<file path="src/rtl/calc_pkg.sv">
// Shared encodings and helpers for the calc_multi_port datapath.
package calc_pkg;

    localparam int unsigned CMD_NOP = 0;
    localparam int unsigned CMD_ADD = 1;
    localparam int unsigned CMD_SUB = 2;
    localparam int unsigned CMD_SHL = 5;
    localparam int unsigned CMD_SHR = 6;

    localparam logic [1:0] RESP_NONE = 2'd0;
    localparam logic [1:0] RESP_OK   = 2'd1;
    localparam logic [1:0] RESP_OVF  = 2'd2;
    localparam logic [1:0] RESP_INV  = 2'd3;

    localparam logic [0:0] ST_IDLE = 1'b0;
    localparam logic [0:0] ST_OP2  = 1'b1;

    function automatic int unsigned shamt_w(input int unsigned data_w);
        return (data_w > 1) ? $clog2(data_w) : 1;
    endfunction

endpackage

</file>
<file path="src/rtl/calc_port_fifo.sv">
// Synchronous FIFO with occupancy count; one instance per request port.
module calc_port_fifo #(
    parameter int WIDTH = 8,
    parameter int DEPTH = 4
) (
    input  logic                   clk,
    input  logic                   rst_n,
    input  logic                   push,
    input  logic [WIDTH-1:0]       push_data,
    input  logic                   pop,
    output logic [WIDTH-1:0]       pop_data,
    output logic [$clog2(DEPTH):0] count,
    output logic                   empty
);
    import calc_pkg::*;

    localparam int AW = $clog2(DEPTH);

    logic [WIDTH-1:0] mem [DEPTH];
    logic [AW-1:0]    wr_ptr;
    logic [AW-1:0]    rd_ptr;

    assign pop_data = mem[rd_ptr];
    assign empty    = (count == '0);

    always_ff @(posedge clk) begin
        if (push) begin
            mem[wr_ptr] <= push_data;
        end
    end

    always_ff @(posedge clk or negedge rst_n) begin
        if (!rst_n) begin
            wr_ptr <= '0;
            rd_ptr <= '0;
            count  <= '0;
        end else begin
            if (push) begin
                wr_ptr <= wr_ptr + 1'b1;
            end
            if (pop) begin
                rd_ptr <= rd_ptr + 1'b1;
            end
            case ({push, pop})
                2'b10:   count <= count + 1'b1;
                2'b01:   count <= count - 1'b1;
                default: ;
            endcase
        end
    end

endmodule

</file>
<file path="src/rtl/calc_multi_port.sv">
// Multi-port calc datapath: per-port two-cycle capture into FIFOs,
// round-robin issue into one registered ALU, result returned on the source port.
module calc_multi_port #(
    parameter int NUM_PORTS = 4,
    parameter int DATA_W    = 32,
    parameter int CMD_W     = 4,
    parameter int TAG_W     = 2,
    parameter int QDEPTH    = 4
) (
    input  logic                        c_clk,
    input  logic                        reset_n,
    input  logic [NUM_PORTS*CMD_W-1:0]  req_cmd_in,
    input  logic [NUM_PORTS*DATA_W-1:0] req_data_in,
    input  logic [NUM_PORTS*TAG_W-1:0]  req_tag_in,
    output logic [NUM_PORTS-1:0]        req_ready,
    output logic [NUM_PORTS*2-1:0]      out_resp,
    output logic [NUM_PORTS*DATA_W-1:0] out_data,
    output logic [NUM_PORTS*TAG_W-1:0]  out_tag
);
    import calc_pkg::*;

    localparam int SHW   = int'(shamt_w(DATA_W));
    localparam int CNT_W = $clog2(QDEPTH) + 1;
    localparam int PTR_W = (NUM_PORTS > 1) ? $clog2(NUM_PORTS) : 1;
    localparam logic [CNT_W:0] QD = (CNT_W+1)'(QDEPTH);

    typedef struct packed {
        logic [CMD_W-1:0]  cmd;
        logic [TAG_W-1:0]  tag;
        logic [DATA_W-1:0] op1;
        logic [DATA_W-1:0] op2;
    } entry_t;

    localparam int ENTRY_W = $bits(entry_t);

    logic [0:0]        st      [NUM_PORTS];
    logic [CMD_W-1:0]  cap_cmd [NUM_PORTS];
    logic [TAG_W-1:0]  cap_tag [NUM_PORTS];
    logic [DATA_W-1:0] cap_op1 [NUM_PORTS];

    logic [NUM_PORTS-1:0] push;
    logic [NUM_PORTS-1:0] pop;
    logic [NUM_PORTS-1:0] empty;
    entry_t               push_data [NUM_PORTS];
    entry_t               head      [NUM_PORTS];
    logic [CNT_W-1:0]     count     [NUM_PORTS];

    logic [PTR_W-1:0]  rr_ptr;
    logic [PTR_W-1:0]  grant_idx;
    logic [PTR_W-1:0]  cand;
    logic              grant_vld;
    entry_t            sel;
    logic [DATA_W:0]   sum;
    logic [SHW-1:0]    shamt;
    logic [1:0]        res_resp;
    logic [DATA_W-1:0] res_data;

    logic              alu_vld;
    logic [PTR_W-1:0]  alu_port;
    logic [1:0]        alu_resp;
    logic [DATA_W-1:0] alu_data;
    logic [TAG_W-1:0]  alu_tag;

    // A capture in OP2 already owns a FIFO slot, so its push can never overflow.
    always_comb begin
        req_ready = '0;
        push      = '0;
        push_data = '{default: '0};
        for (int unsigned p = 0; p < NUM_PORTS; p++) begin
            req_ready[p] = reset_n &&
                (({1'b0, count[p]} + (CNT_W+1)'(st[p] == ST_OP2)) < QD);
            push[p]      = (st[p] == ST_OP2);
            push_data[p] = '{cmd: cap_cmd[p], tag: cap_tag[p], op1: cap_op1[p],
                             op2: req_data_in[p*DATA_W +: DATA_W]};
        end
    end

    always_ff @(posedge c_clk or negedge reset_n) begin
        if (!reset_n) begin
            for (int unsigned p = 0; p < NUM_PORTS; p++) begin
                st[p]      <= ST_IDLE;
                cap_cmd[p] <= '0;
                cap_tag[p] <= '0;
                cap_op1[p] <= '0;
            end
        end else begin
            for (int unsigned p = 0; p < NUM_PORTS; p++) begin
                if (st[p] == ST_OP2) begin
                    st[p] <= ST_IDLE;
                end else if (req_cmd_in[p*CMD_W +: CMD_W] != CMD_W'(CMD_NOP) && req_ready[p]) begin
                    st[p]      <= ST_OP2;
                    cap_cmd[p] <= req_cmd_in[p*CMD_W +: CMD_W];
                    cap_tag[p] <= req_tag_in[p*TAG_W +: TAG_W];
                    cap_op1[p] <= req_data_in[p*DATA_W +: DATA_W];
                end
            end
        end
    end

    for (genvar g = 0; g < NUM_PORTS; g++) begin : g_fifo
        calc_port_fifo #(
            .WIDTH (ENTRY_W),
            .DEPTH (QDEPTH)
        ) u_fifo (
            .clk       (c_clk),
            .rst_n     (reset_n),
            .push      (push[g]),
            .push_data (push_data[g]),
            .pop       (pop[g]),
            .pop_data  (head[g]),
            .count     (count[g]),
            .empty     (empty[g])
        );
    end

    always_comb begin
        grant_vld = 1'b0;
        grant_idx = '0;
        cand      = '0;
        for (int unsigned i = 0; i < NUM_PORTS; i++) begin
            cand = PTR_W'((32'(rr_ptr) + i) % 32'(NUM_PORTS));
            if (!grant_vld && !empty[cand]) begin
                grant_vld = 1'b1;
                grant_idx = cand;
            end
        end
        pop            = '0;
        pop[grant_idx] = grant_vld;
    end

    always_comb begin
        sel      = head[grant_idx];
        sum      = {1'b0, sel.op1} + {1'b0, sel.op2};
        shamt    = sel.op2[SHW-1:0];
        res_resp = RESP_OK;
        res_data = '0;
        case (sel.cmd)
            CMD_W'(CMD_ADD): begin
                if (sum[DATA_W]) res_resp = RESP_OVF;
                else             res_data = sum[DATA_W-1:0];
            end
            CMD_W'(CMD_SUB): begin
                if (sel.op2 > sel.op1) res_resp = RESP_OVF;
                else                   res_data = sel.op1 - sel.op2;
            end
            CMD_W'(CMD_SHL): res_data = sel.op1 << shamt;
            CMD_W'(CMD_SHR): res_data = sel.op1 >> shamt;
            default:         res_resp = RESP_INV;
        endcase
    end

    always_ff @(posedge c_clk or negedge reset_n) begin
        if (!reset_n) begin
            rr_ptr   <= '0;
            alu_vld  <= 1'b0;
            alu_port <= '0;
            alu_resp <= RESP_NONE;
            alu_data <= '0;
            alu_tag  <= '0;
        end else begin
            alu_vld <= grant_vld;
            if (grant_vld) begin
                alu_port <= grant_idx;
                alu_resp <= res_resp;
                alu_data <= res_data;
                alu_tag  <= sel.tag;
                rr_ptr   <= PTR_W'((32'(grant_idx) + 1) % 32'(NUM_PORTS));
            end
        end
    end

    always_ff @(posedge c_clk or negedge reset_n) begin
        if (!reset_n) begin
            out_resp <= '0;
            out_data <= '0;
            out_tag  <= '0;
        end else begin
            for (int unsigned p = 0; p < NUM_PORTS; p++) begin
                out_resp[p*2 +: 2] <= (alu_vld && 32'(alu_port) == p) ? alu_resp : RESP_NONE;
                out_data[p*DATA_W +: DATA_W] <= (alu_vld && 32'(alu_port) == p) ? alu_data : '0;
                out_tag[p*TAG_W +: TAG_W]    <= (alu_vld && 32'(alu_port) == p) ? alu_tag : '0;
            end
        end
    end

endmodule
</file>
<file path="config.mk">
export PLATFORM = sky130hd
export DESIGN_NAME = calc_multi_port
export DESIGN_NICKNAME = d
export VERILOG_FILES = /design/src/rtl/calc_pkg.sv /design/src/rtl/calc_port_fifo.sv /design/src/rtl/calc_multi_port.sv
export SDC_FILE = /design/constraint.sdc
export NUM_CORES = 2
export LEC_CHECK = 0
export BUFFER_PORTS_ARGS = -buffer_cell sky130_fd_sc_hd__buf_2
export CELL_PAD_IN_SITES_DETAIL_PLACEMENT = 1
export CELL_PAD_IN_SITES_GLOBAL_PLACEMENT = 1
export CORE_ASPECT_RATIO = 0.75
export CORE_MARGIN = 2
export CORE_UTILIZATION = 57
export DETAILED_ROUTE_END_ITERATION = 7
export GPL_TIMING_DRIVEN = 0
export MAX_ROUTING_LAYER = met4
export PLACE_DENSITY_LB_ADDON = 0.1
export SLEW_MARGIN = 40
export SYNTH_ARGS = -nofsm -noshare
export SYNTH_HDL_FRONTEND = slang
export SYNTH_SLANG_ARGS = --single-unit
</file>
<file path="constraint.sdc">
create_clock -name c_clk -period 13.7 [get_ports c_clk]
set_clock_uncertainty 0.2 [all_clocks]
set_input_delay 0.685 -clock c_clk [delete_from_list [all_inputs] [get_ports c_clk]]
set_output_delay 0.685 -clock c_clk [all_outputs]
set_load 0.05 [all_outputs]
</file>
==> out/metrics.cfg <==
[timing]
period_needed_ns = 9.361
hold_viol_final = 0
post-route-period-util_pct = 68.33
rsz0062_at_grt = false
setup_viol = 0
finalSetupTns_ns = 0
worst_pin_slew_ns = 0.9613
finalMaxSlewViolations = 0
setup_ws_ns = 4.339
fmax_mhz = 106.8
slew_headroom_pct = 34.08

[floorplanning]
start_util_pct = 57.66
rows = 105
die-area_mm2 = 0.1137
dieHeight_um = 292.5
die_w_um = 388.7
ios = 302
coreArea_mm2 = 0.1097

[clock_tree]
cts_buffer_depth = 3
path_clk_slew_ns = 0.08
clkSinkCount = 1489
cts_tree = built
clk_latency_ns = 0.79
htree_levels = 4
cts_inserted_buffers = 139
cts_hold_buffers = 145
cts.repair.resized = 0
root_buffer = clkbuf_16
post-cts-setup-buffer-count = 0

[global_route]
grt_pass1_vias = 40920
grt_pass1_wl_um = 318500
antenna_found_initial = 18
grt_max_degree = 73
grt_overflow = 0
grt_usage_pct = 41.68

[finish]
area_delta_synth_final_pct = 16.22
fill_cells = 9419
num-nets-final = 4601
multi_input_area_mm2 = 0.01907
final_core_utilization_pct = 67.02
drive_gt1_share_pct = 26.51
regArea_mm2 = 0.04287
final_area_mm2 = 0.07352

[setup_path]
rrSetupSlack_ns = 4.34
cp_top_family = compound AO/OA/AOI/OAI gates
path_cells = nor3_1, o22a_1, o21a_1, buf_2, buf_2, buf_2, buf_2, mux2i_1, mux2i_1, ha_1, clkbuf_1, a21o_1, a21o_1, a211oi_1, o211ai_1, nand3_1, a41oi_1, nor2_1, clkbuf_1, a21oi_1, a211oi_1, a221o_1
startpoint_type = register
worst-path-buf-inv = 6
max_stage_delay_ns = 0.84
timing.critical_path.mode_cell = buf_2
critical_path.endpoint_type = register
worstSetupPathType = register to register
required_ns = 14.24
slowest_stage = mux2i_1
crit_fanout = 11
arrival_ns = 9.90

[logic_synthesis]
ys_warn_count = 0
synth_fp_nets = 3970
synth_edf_count = 1120
yosys-top-cells-area = edfxtp_1 (53%), dfrtp_1 (15%), mux4_2 (9.9%)
yosys_most_used_dff = edfxtp_1
yosysSeqAreaShare_pct = 67.77
avgSynthCellArea_um2 = 17.00
synth_cell_types = 84
yosysTopAreaCellShare_pct = 53.17
ys_ff_latch = 1489
ys_async_sr_fraction_pct = 24.78
synth_top_area_cell = edfxtp_1
synthCells = 3720
syn_area_mm2 = 0.06326

[placed_design]
routabilityCongestion = 1.028
hpwlAfterDp_um = 157400
place_ws_ns = 4.894
post_dp_cell_area_mm2 = 0.06753
port_buffers = 301

[detailed_routing]
wirelength_um = 227000
viasPerCell = 6.696
dr.pass1.iters = 7
drt-initial-drc-count = 5795
drc = 0
wl_per_cell_um = 38.31
final_antenna_net_count = 0
dr_total_vias = 39670

[run_status]
status = complete, no violations

[min_path]
min_path_type = primary input to register

[job]
cap_violations = 0

-- cells in the mapped netlist (10+ instances only) --
library cell	number
a21oi_1	98
nand3_1	45
buf_1	33
o21bai_1	13
o22ai_1	17
nand2_1	94
a31oi_1	22
a221oi_1	21
or2_2	10
buf_2	58
o21ai_0	92
ha_1	90
a211oi_1	19
o211ai_1	14
buf_4	13
nor3_1	26
clkbuf_1	93
edfxtp_1	1120
xnor2_1	24
a32oi_1	11
o221ai_1	10
xor2_1	23
mux2i_1	293
or3_1	11
and2_1	171
mux4_2	279
dfrtp_1	369
mux2_2	197
a22oi_1	23
nor2_1	119
inv_1	124
a21o_1	15
a211o_1	10
-- sequential cells by signal (all words and copies together) (netlist names), 12 cells and up --
signal               flops
g_fifo.u_fifo.mem     1120
cap_op1                128
out_data               128
alu_data                32
cap_cmd                 16
g_fifo.u_fifo.count     12
-- through the flow --
stage          std cells  hold slack, ns
2_1_floorplan       3720          0.1894
3_3_place_gp        5465          0.2906
3_5_place_dp        5508          0.3034
4_1_cts             5909         0.01877
5_1_grt             5916         0.03168
6_report            5924         0.04952
-- cells by family (layout without fill, tap and decap cells) --
kind of cell | after synthesis | in the layout | synth area share (%)
flip-flops | 1489 | 1489 | 67.77
multiplexers | 771 | 771 | 18.11
AND/OR/NAND/NOR | 522 | 522 | 4.253
AO/OA/AOI/OAI | 462 | 462 | 4.969
buffers and inverters | 333 | 1079 | 2.281
adder cells (fa/ha/maj) | 96 | 96 | 1.970
XOR/XNOR | 47 | 47 | 0.6507
other | 0 | 14 | 0
-- placed cells by master, fill, tap and decap left out, drive strengths merged, types with 98 or more instances in the layout --
cell type    netlist  routed
dlygate4sd3        0     145
buf              111     453
inv              128     132
and2             171     171
clkbuf            93     289
mux2i            293     293
o21ai             98      98
mux2             199     199
edfxtp          1120    1120
nor2             122     122
mux4             279     279
dfrtp            369     369
a21oi             98      98
-- layout make-up --
cell class,instances,share of cell area (%)
sequential,1489,58.31
multi-input combinational,1898,25.93
clock buffer,193,5.255
timing repair buffer,490,5.201
tap,1444,2.457
buffer,204,1.341
clock inverter,63,0.7897
inverter,129,0.6688
antenna,14,0.04765
-- layer usage --
metal  part of all wire [%]  up-vias  track usage [%]
li1                       -    15760                -
met1                     40    20950            58.88
met2                     45     2621            59.86
met3                     12      336            11.12
met4                    3.3        0            12.82
met5                      0        -                -
-- worst paths after layout --
kind	startpoint	end	cells past startpoint
setup / recovery	g_fifo[1].u_fifo.count[0]	alu_data[15]	22
max in group asynchronous	reset_n	out_resp[3]	5
setup reg to reg	g_fifo[1].u_fifo.count[0]	alu_data[15]	22
min in group asynchronous	reset_n	cap_op1[101]	2
hold reg to reg	cap_op1[115]	g_fifo[0].u_fifo.mem[3][51]	0
hold / removal	req_cmd_in[13]	cap_cmd[1]	2
-- worst reg2reg max path: cells and delay by family, from the launching register on --
family / cells / cell delay [ns]
simple gates: 3 / 1.45
fa+ha+maj: 1 / 0.35
compound gates: 10 / 2.91
mux: 2 / 1.10
buf+inv: 6 / 2.86
flops: 1 / 0.47
Power is left out: the tool's default activity adds up to more than one toggle a clock period on the data nets, which glitch-free logic cannot reach.
